File: src/rtl/regfile_pkg.sv
// Shared FSM encoding and default geometry for the soft-clear register file.
package regfile_pkg;
  localparam int DEF_WIDTH = 32;
  localparam int DEF_DEPTH = 32;

  typedef enum logic {
    IDLE  = 1'b0,
    CLEAR = 1'b1
  } state_t;
endpackage

File: src/rtl/regfile_clr_ctrl.sv
// Soft-clear sequencer: walks clr_ptr from 0 to DEPTH-1, one entry per cycle.
module regfile_clr_ctrl
  import regfile_pkg::*;
#(
  parameter int DEPTH = DEF_DEPTH,
  parameter int AW    = $clog2(DEPTH)
) (
  input  logic          clk,
  input  logic          reset,
  input  logic          clear,
  output logic          busy,
  output logic [AW-1:0] clr_ptr,
  output logic          zero_en
);

  localparam logic [AW-1:0] LAST = AW'(DEPTH - 1);

  state_t state;

  // A clear request during a sweep is simply not looked at, so the sweep never restarts.
  always_ff @(posedge clk or negedge reset) begin
    if (!reset) begin
      state   <= IDLE;
      busy    <= 1'b0;
      clr_ptr <= '0;
    end else begin
      case (state)
        IDLE: begin
          if (clear) begin
            state   <= CLEAR;
            busy    <= 1'b1;
            clr_ptr <= '0;
          end
        end
        CLEAR: begin
          if (clr_ptr == LAST) begin
            state   <= IDLE;
            busy    <= 1'b0;
            clr_ptr <= '0;
          end else begin
            clr_ptr <= clr_ptr + AW'(1);
          end
        end
      endcase
    end
  end

  assign zero_en = busy;

endmodule

File: src/rtl/regfile_param_clr.sv
// Two-read/one-write register file with write bypass and a sequential soft clear.
// Optional macro REGFILE_ZERO_REG_EN makes entry 0 a hardwired zero register.
module regfile_param_clr
  import regfile_pkg::*;
#(
  parameter int WIDTH = DEF_WIDTH,
  parameter int DEPTH = DEF_DEPTH,
  localparam int AW   = $clog2(DEPTH)
) (
  input  logic             clk,
  input  logic             reset,
  input  logic             write,
  input  logic [AW-1:0]    dr,
  input  logic [WIDTH-1:0] wrData,
  input  logic [AW-1:0]    Sr1,
  input  logic [AW-1:0]    Sr2,
  output logic [WIDTH-1:0] rdData1,
  output logic [WIDTH-1:0] rdData2,
  input  logic             clear,
  output logic             busy,
  output logic             wr_err
);

`ifdef REGFILE_ZERO_REG_EN
  localparam bit ZERO_REG = 1'b1;
`else
  localparam bit ZERO_REG = 1'b0;
`endif

  logic [WIDTH-1:0] mem [DEPTH];
  logic [AW-1:0]    clr_ptr;
  logic             zero_en;
  logic             zero_dst;
  logic             wr_ok;
  logic             wr_drop;

  function automatic logic in_range(input logic [AW-1:0] a);
    return int'(a) < DEPTH;
  endfunction

  function automatic logic zero_addr(input logic [AW-1:0] a);
    return ZERO_REG && (a == '0);
  endfunction

  regfile_clr_ctrl #(.DEPTH(DEPTH), .AW(AW)) u_ctrl (
    .clk     (clk),
    .reset   (reset),
    .clear   (clear),
    .busy    (busy),
    .clr_ptr (clr_ptr),
    .zero_en (zero_en)
  );

  // Writes to the hardwired zero entry vanish silently; every other lost write is flagged.
  assign zero_dst = zero_addr(dr);
  assign wr_ok    = write && !busy && !clear && in_range(dr) && !zero_dst;
  assign wr_drop  = write && !zero_dst && (busy || clear || !in_range(dr));

  always_ff @(posedge clk or negedge reset) begin
    if (!reset) begin
      for (int i = 0; i < DEPTH; i++) mem[i] <= '0;
    end else if (zero_en) begin
      mem[clr_ptr] <= '0;
    end else if (wr_ok) begin
      mem[dr] <= wrData;
    end
  end

  always_ff @(posedge clk or negedge reset) begin
    if (!reset) wr_err <= 1'b0;
    else        wr_err <= wr_drop;
  end

  always_comb begin
    rdData1 = '0;
    if (!busy && in_range(Sr1) && !zero_addr(Sr1))
      rdData1 = (wr_ok && (Sr1 == dr)) ? wrData : mem[Sr1];
  end

  always_comb begin
    rdData2 = '0;
    if (!busy && in_range(Sr2) && !zero_addr(Sr2))
      rdData2 = (wr_ok && (Sr2 == dr)) ? wrData : mem[Sr2];
  end

endmodule

File: config.mk
export PLATFORM = sky130hd
export DESIGN_NAME = regfile_param_clr
export DESIGN_NICKNAME = d
export VERILOG_FILES = /design/src/rtl/regfile_pkg.sv /design/src/rtl/regfile_clr_ctrl.sv /design/src/rtl/regfile_param_clr.sv
export SDC_FILE = /design/constraint.sdc
export NUM_CORES = 2
export LEC_CHECK = 0
export CAP_MARGIN = 5
export CELL_PAD_IN_SITES_DETAIL_PLACEMENT = 1
export CELL_PAD_IN_SITES_GLOBAL_PLACEMENT = 2
export CORE_ASPECT_RATIO = 0.5
export CORE_MARGIN = 5
export CORE_UTILIZATION = 30
export DETAILED_ROUTE_END_ITERATION = 7
export GPL_TIMING_DRIVEN = 0
export PLACE_DENSITY_LB_ADDON = 0.1
export REMOVE_ABC_BUFFERS = 1
export SLEW_MARGIN = 5
export SYNTH_ARGS = -nofsm -noshare
export SYNTH_HDL_FRONTEND = slang
export SYNTH_SLANG_ARGS = --single-unit
export TNS_END_PERCENT = 10
File: constraint.sdc
create_clock -name clk -period 5.1 [get_ports clk]
set_clock_uncertainty 0.1 [all_clocks]
set_input_delay 1.02 -clock clk [delete_from_list [all_inputs] [get_ports clk]]
set_output_delay 1.02 -clock clk [all_outputs]
set_load 0.01 [all_outputs]
==> Yosys cells after proc, flatten, opt, wreduce, memory -nomap -nowiden <==
Index checks and enable logic that the tools add are counted.
{ "word_totals": {"register_bits": 1032, "out_inout_bits": 66} }
{ "op_classes": {"n_addsub": 1, "n_reduce_logical": 12, "bitwise_logic": 7, "n_lt_le_gt_ge": 6, "n_eq_ne": 5, "muxes": 26} }
{ "op_table": {"columns": ["operator", "count"], "rows": [
  ["1024-bit two-way mux", 2],
  ["1024-bit AND", 1],
  ["1024-bit bitwise mux", 1],
  ["1024-bit inverter", 1],
  ["32-bit binary-select mux with 5-bit select", 2],
  ["32-bit demux with 5-bit select", 2],
  ["32-bit two-way mux", 10],
  ["6-bit greater-or-equal comparator, second input constant", 4],
  ["5-bit inverter with 6-bit output", 4],
  ["6-bit by 1-bit < comparator with 1-bit output, second input constant", 2],
  ["5-bit == test", 2],
  ["5-bit two-way mux", 2],
  ["5-bit one-hot mux with 2 select lines", 1],
  ["1-bit logical AND", 7],
  ["5-bit by 1-bit adder with 5-bit output, second input constant", 1],
  ["5-bit == test, second input constant", 1],
  ["1-bit two-way mux", 4],
  ["2-bit != test, second input constant", 2],
  ["1-bit one-hot mux with 2 select lines", 2],
  ["1-bit zero test", 2],
  ["2-bit AND reduction", 1],
  ["2-bit nonzero test", 1],
  ["1-bit logical OR", 1],
  ["1-bit inverter", 1]
]} }

==> Depth between registers and ports, before layout <==
{ "logic_depth": {"word_depth": 8, "mapped_depth": 9, "mapped_depth_nobuf": 7} }

==> Cells and area by module <==
From an unflattened synthesis, not the netlist that was laid out.
{ "unflattened": {"cells_unflattened": 3807, "area_unflattened_um2": 52761.9} }
{ "modules_own_cells": {"columns": ["module", "seq_area_each_um2", "cells_per_inst", "instances", "area_each_um2"], "rows": [
  ["regfile_param_clr", 25649.6, 3776, 1, 52421.5],
  ["regfile_clr_ctrl", 175.2, 31, 1, 340.3]
]} }

==> Worst setup path before layout <==
OpenSTA, ideal clock, no wires.
{ "synth_path": {"path_type": "input -> output", "from": "in Sr2[0]", "to": "out rdData2[29]", "slack_ns": 1.188, "n_path_buf": 3, "t_required_ns": 3.980, "stages": 7, "arrival_time_ns": 2.792, "cell_sequence": "buf_2 buf_2 buf_2 mux4_2 a22oi_1 a21oi_1 a211o_1"} }
{ "synth_between": {"elab_chain_cells": 6} }
{ "synth_lines": {"columns": ["item", "line_no", "rtl"], "rows": [
  ["from (decl)", "regfile_param_clr.sv:16", "input logic [AW-1:0] Sr2,"],
  ["5-bit inverter with 6-bit output (not written as such)", "regfile_param_clr.sv:83", "rdData2 = (wr_ok && (Sr2 == dr)) ? wrData : mem[Sr2];"],
  ["32-bit binary-select mux with 5-bit select", "regfile_param_clr.sv:83", null],
  ["32-bit two-way mux (not written as such) (2 in a row)", "regfile_param_clr.sv:83", null],
  ["32-bit two-way mux (*)", "regfile_param_clr.sv:83", null],
  ["32-bit two-way mux (*)", "regfile_param_clr.sv:82", "if (!busy && in_range(Sr2) && !zero_addr(Sr2))"],
  ["to (decl)", "regfile_param_clr.sv:18", "output logic [WIDTH-1:0] rdData2,"]
]} }
Mark *: on every way between the ends. The rest lies on a longest branch, timed or not. The select of a mux whose other input is x is not followed.

==> Worst setup path in the final report <==
{ "layout_path": {"from": "in Sr2[4]", "to": "out rdData2[24]"} }
The elaborated chain is that of the path after synthesis.

==> results.txt <==
----------------------------------------------------
[Status]
  Status ... complete, but fails checks
  Violations in the final reports ... negative setup slack

[Pwr]
  Leakage power figure ... roughly 0.028 µW
  Power share of the sequential group ... 0.410
  Pwr per Cell Area ... 348 nW/µm²
  Part of the total power dissipated in the clock network ... 0.363
  Int Pwr ... 15500 µW
  Switching power ... approximately 7400 µW
  Comb pwr share ... 0.227
  Overall power after layout ... 22900 µW
  Peak supply drop ... 0.230 mV
  Proportion of total power due to net switching ... 0.323

[Final layout]
  Fraction of layout instances using a drive strength above 1 ... 0.259
  NumNets Final ... 3995
  Post-route cell area ... roughly 66000 µm²
  Synth-to-layout area growth ... 22.8%
  FILL cells ... ~18000

[Global route]
  Maximum number of pins on one net before global-route repair ... 157
  Antenna violations before repair ... 13
  Global-route usage over all layers ... 0.278
  Sum of overflow across all layers after global routing ... 0
  Global-route wire length before repair ... 367000 µm
  Number of global-route vias before repair ... roughly 44000

[Detailed routing]
  Antenna Nets Post-Route ... 0
  Number of detailed-routing iterations run before antenna repair ... 5
  Remaining routing DRC violations ... 0
  Routed via count ... 42505
  Initial DRC count ... 4938
  Number of vias per cell after detailed routing ... 6.63
  Detailed Route WL ... 267000 µm
  Average routed wire per standard cell ... slightly above 40 µm

[Logic synthesis]
  Ranking of synthesized cells by area ... sky130_fd_sc_hd__dfrtp_1, sky130_fd_sc_hd__a22o_1, sky130_fd_sc_hd__mux4_2, sky130_fd_sc_hd__mux2i_1, sky130_fd_sc_hd__clkbuf_1
  Sequential area share after synthesis ... 0.484
  Total of flip-flops plus latches after synthesis ... ~1000
  Number of distinct standard cells referenced by the synthesized netlist ... between 40 and 50
  Ys Warns ... 0
  Synth Area in XOR/XNOR ... 0.00164
  Prevailing post-synth register cell ... sky130_fd_sc_hd__dfrtp_1
  Post-synth EDFFs ... 0
  Post-synthesis compound-gate area fraction ... 0.233
  Mean instance size in the synthesized netlist ... 13.3 µm²
  Proportion of synthesized flip-flops having asynchronous set or reset ... 1.00
  Cell area after technology mapping ... 53400 µm²
  Simple-Gate Fraction of Synth Area ... 0.0273
  Synthesized-area fraction occupied by adder cells ... 0.00117
  Post-synth top cells ... sky130_fd_sc_hd__dfrtp_1, sky130_fd_sc_hd__a22o_1, sky130_fd_sc_hd__mux4_2
  Proportion of synthesized area in mux cells ... 0.210
  Largest family of logic cells by synthesized area ... compound AO/OA/AOI/OAI gates
  Dominant cell type by area after synthesis ... sky130_fd_sc_hd__dfrtp_1
  Count leader, synth ... sky130_fd_sc_hd__dfrtp_1
  Cell count after synthesis ... 4016
  Proportion of netlist area held by the largest area contributor ... 0.484

[Setup path]
  Worst reg-to-reg setup slack ... 0.94 ns
  End point of the critical path ... rdData2[24]
  Critical Path Start ... Sr2[4]
  CP startpoint kind ... input port
  Critical path type ... in -> out
  Critical R2R Capture ... mem[980]
  FF-to-FF Start ... u_ctrl.busy
  R2R cell count ... 10
  Crit path arrival time ... approximately 4.1 ns
  Top fanout value on the critical path ... 46
  Critical path capture point type ... output pin
  Required @ worst endpoint ... 3.98 ns

[STA]
  Shortest clock period the worst path allows after layout ... 5.21 ns
  Unrepaired setup endpoints after global routing ... yes
  Slew headroom ... 0.0496
  Maximum frequency from static timing analysis ... 0.192 GHz
  Final setup violating endpoints ... 21
  Number of slew-limit violations in the final report ... 0
  Final Cycle Share ... 1.02
  Number of failing hold endpoints at the final stage ... 0
  Worst-margin pin slew ... between 1 and 1.5 ns
  Final setup slack of the worst path ... -0.105 ns

[Clocking]
  Clock Pin Slew Worst Setup and Hold Paths ... 0.06 ns
  H-tree levels ... 3
  Clock Tree Buf Depth ... 3
  TritonCTS clock tree ... built
  TritonCTS buffer count ... between 100 and 150
  Clock latency reported for the late side of the worst-skew pair ... approximately 0.74 ns
  Cell at the root of the clock tree ... sky130_fd_sc_hd__clkbuf_16
  Clock Sink Count ... 1032

[Placed design]
  Post-DP Area ... 59800 µm²
  Final HPWL DP ... 164000 µm
  Weighted congestion at the end of routability-driven global placement ... 0.806
  Worst setup slack after placement ... -1.64 ns
  Port bufs ... 116

[Die]
  Core region area ... between 150000 and 200000 µm²
  Die width ... between 600 and 700 µm
  Number of top-level pins ... 117
  Initial core utilization ... 0.302
  Die Ht ... between 300 and 400 µm
  Die Outline Area ... 187000 µm²
  Core Rows ... 109

[Job]
  Max-cap viol count ... 0

[Min path]
  Path type of the worst min-delay path ... reg -> reg

----------------------------------------------------
==> cell families (layout without fill, tap and decap cells) <==
logic type / after synthesis / in the layout
adders and majority gates: 5 / 5
other: 0 / 4
xor gates and xnor gates: 10 / 10
AOI/OAI and AO/OA: 1512 / 1512
muxes: 640 / 640
DFF: 1032 / 1032
buffers and inverters: 553 / 556
and+or+nand+nor: 264 / 267
==> flip-flops by register name (all words and copies together) (netlist names) <==
name / count
mem: 1024
u_ctrl.clr_ptr: 5
u_ctrl.busy: 1
u_ctrl.state: 1
wr_err: 1
==> layout by cell type, fill, tap and decap left out, types with 38 or more instances in the layout <==
cell	netlist	final
sky130_fd_sc_hd__a211o_1	46	46
sky130_fd_sc_hd__a21oi_4	0	38
sky130_fd_sc_hd__a221oi_1	107	94
sky130_fd_sc_hd__a22o_1	1024	1024
sky130_fd_sc_hd__buf_12	0	78
sky130_fd_sc_hd__buf_16	0	103
sky130_fd_sc_hd__buf_4	25	43
sky130_fd_sc_hd__clkbuf_16	0	114
sky130_fd_sc_hd__clkdlybuf4s50_1	0	68
sky130_fd_sc_hd__dfrtp_1	1032	1032
sky130_fd_sc_hd__mux2i_1	256	256
sky130_fd_sc_hd__mux4_2	384	384
sky130_fd_sc_hd__nor3_1	109	48
sky130_fd_sc_hd__nor3_4	0	38
sky130_fd_sc_hd__o22ai_1	128	127
==> timing repair <==
| action | CTS | global route |
|---|---|---|
| setup buffers | 42 | 8 |
| hold buffers | 1 | 0 |
| setup endpoints to repair | 64 | 63 |
| gates cloned | 24 | 5 |
| pin swaps | 18 | 18 |
| resized for setup | 146 | 44 |
| endpoints found under the hold margin | 31 | 0 |
==> per-layer routing <==
metal,wire length (µm),global-route usage,up-vias
li1,-,-,16214
met1,118000,0.398,23778
met2,114000,0.405,2136
met3,27600,0.0894,375
met4,7050,0.0728,2
met5,13,0,-
==> metrics by stage <==
stage	TNS, ns	utilization	hold slack [ns]	std cells
after floorplan	0	-	0.377	3468
after global placement	-	0.312	0.394	5970
after detailed placement	-60.54	0.338	0.398	6135
after CTS	-1.93	0.369	0.405	6395
after global routing	-1.12	0.371	0.427	6409
final	-0.921	0.371	0.417	6412
==> how the worst min path moves through the flow <==
stage	startpoint	to	cells past startpoint
after floorplan	mem[167]	mem[167]	1
after global placement	mem[574]	mem[574]	1
after detailed placement	mem[941]	mem[941]	1
after CTS	wrData[16]	mem[368]	2
after global routing	wrData[16]	mem[368]	2
final	mem[310]	mem[310]	1
==> critical path, cell delays in order <==
cell and delay (ns):
sky130_fd_sc_hd__buf_4 0.32, sky130_fd_sc_hd__buf_16 0.31, sky130_fd_sc_hd__inv_4 0.23, sky130_fd_sc_hd__buf_12 0.24, sky130_fd_sc_hd__a221oi_2 0.31, sky130_fd_sc_hd__nor3b_1 0.15
sky130_fd_sc_hd__nor3_4 0.51, sky130_fd_sc_hd__a211o_1 0.28, sky130_fd_sc_hd__clkdlybuf4s50_1 0.58
==> area by class of cell <==
class,count,area (µm²),area share
Antenna cell,4,10.0,0.000153
Clock buffer,159,3210,0.0489
Clock inverter,34,345,0.00527
Inverter,5,23.8,0.000362
Multi-Input combinational cell,2434,26800,0.409
Sequential cell,1032,25800,0.394
Tap cell,2386,2990,0.0455
Timing Repair Buffer,358,6400,0.0975
==> power by group through the flow <==
stage	Clock, µW	Sequential (µW)	Combinational [µW]
after floorplan	0	9310	1950
after global placement	0	9490	4440
after detailed placement	0	9480	4750
after CTS	8450	9350	5070
after global routing	8780	9440	5350
final	8310	9370	5180
(Power assumes the default switching activity.)
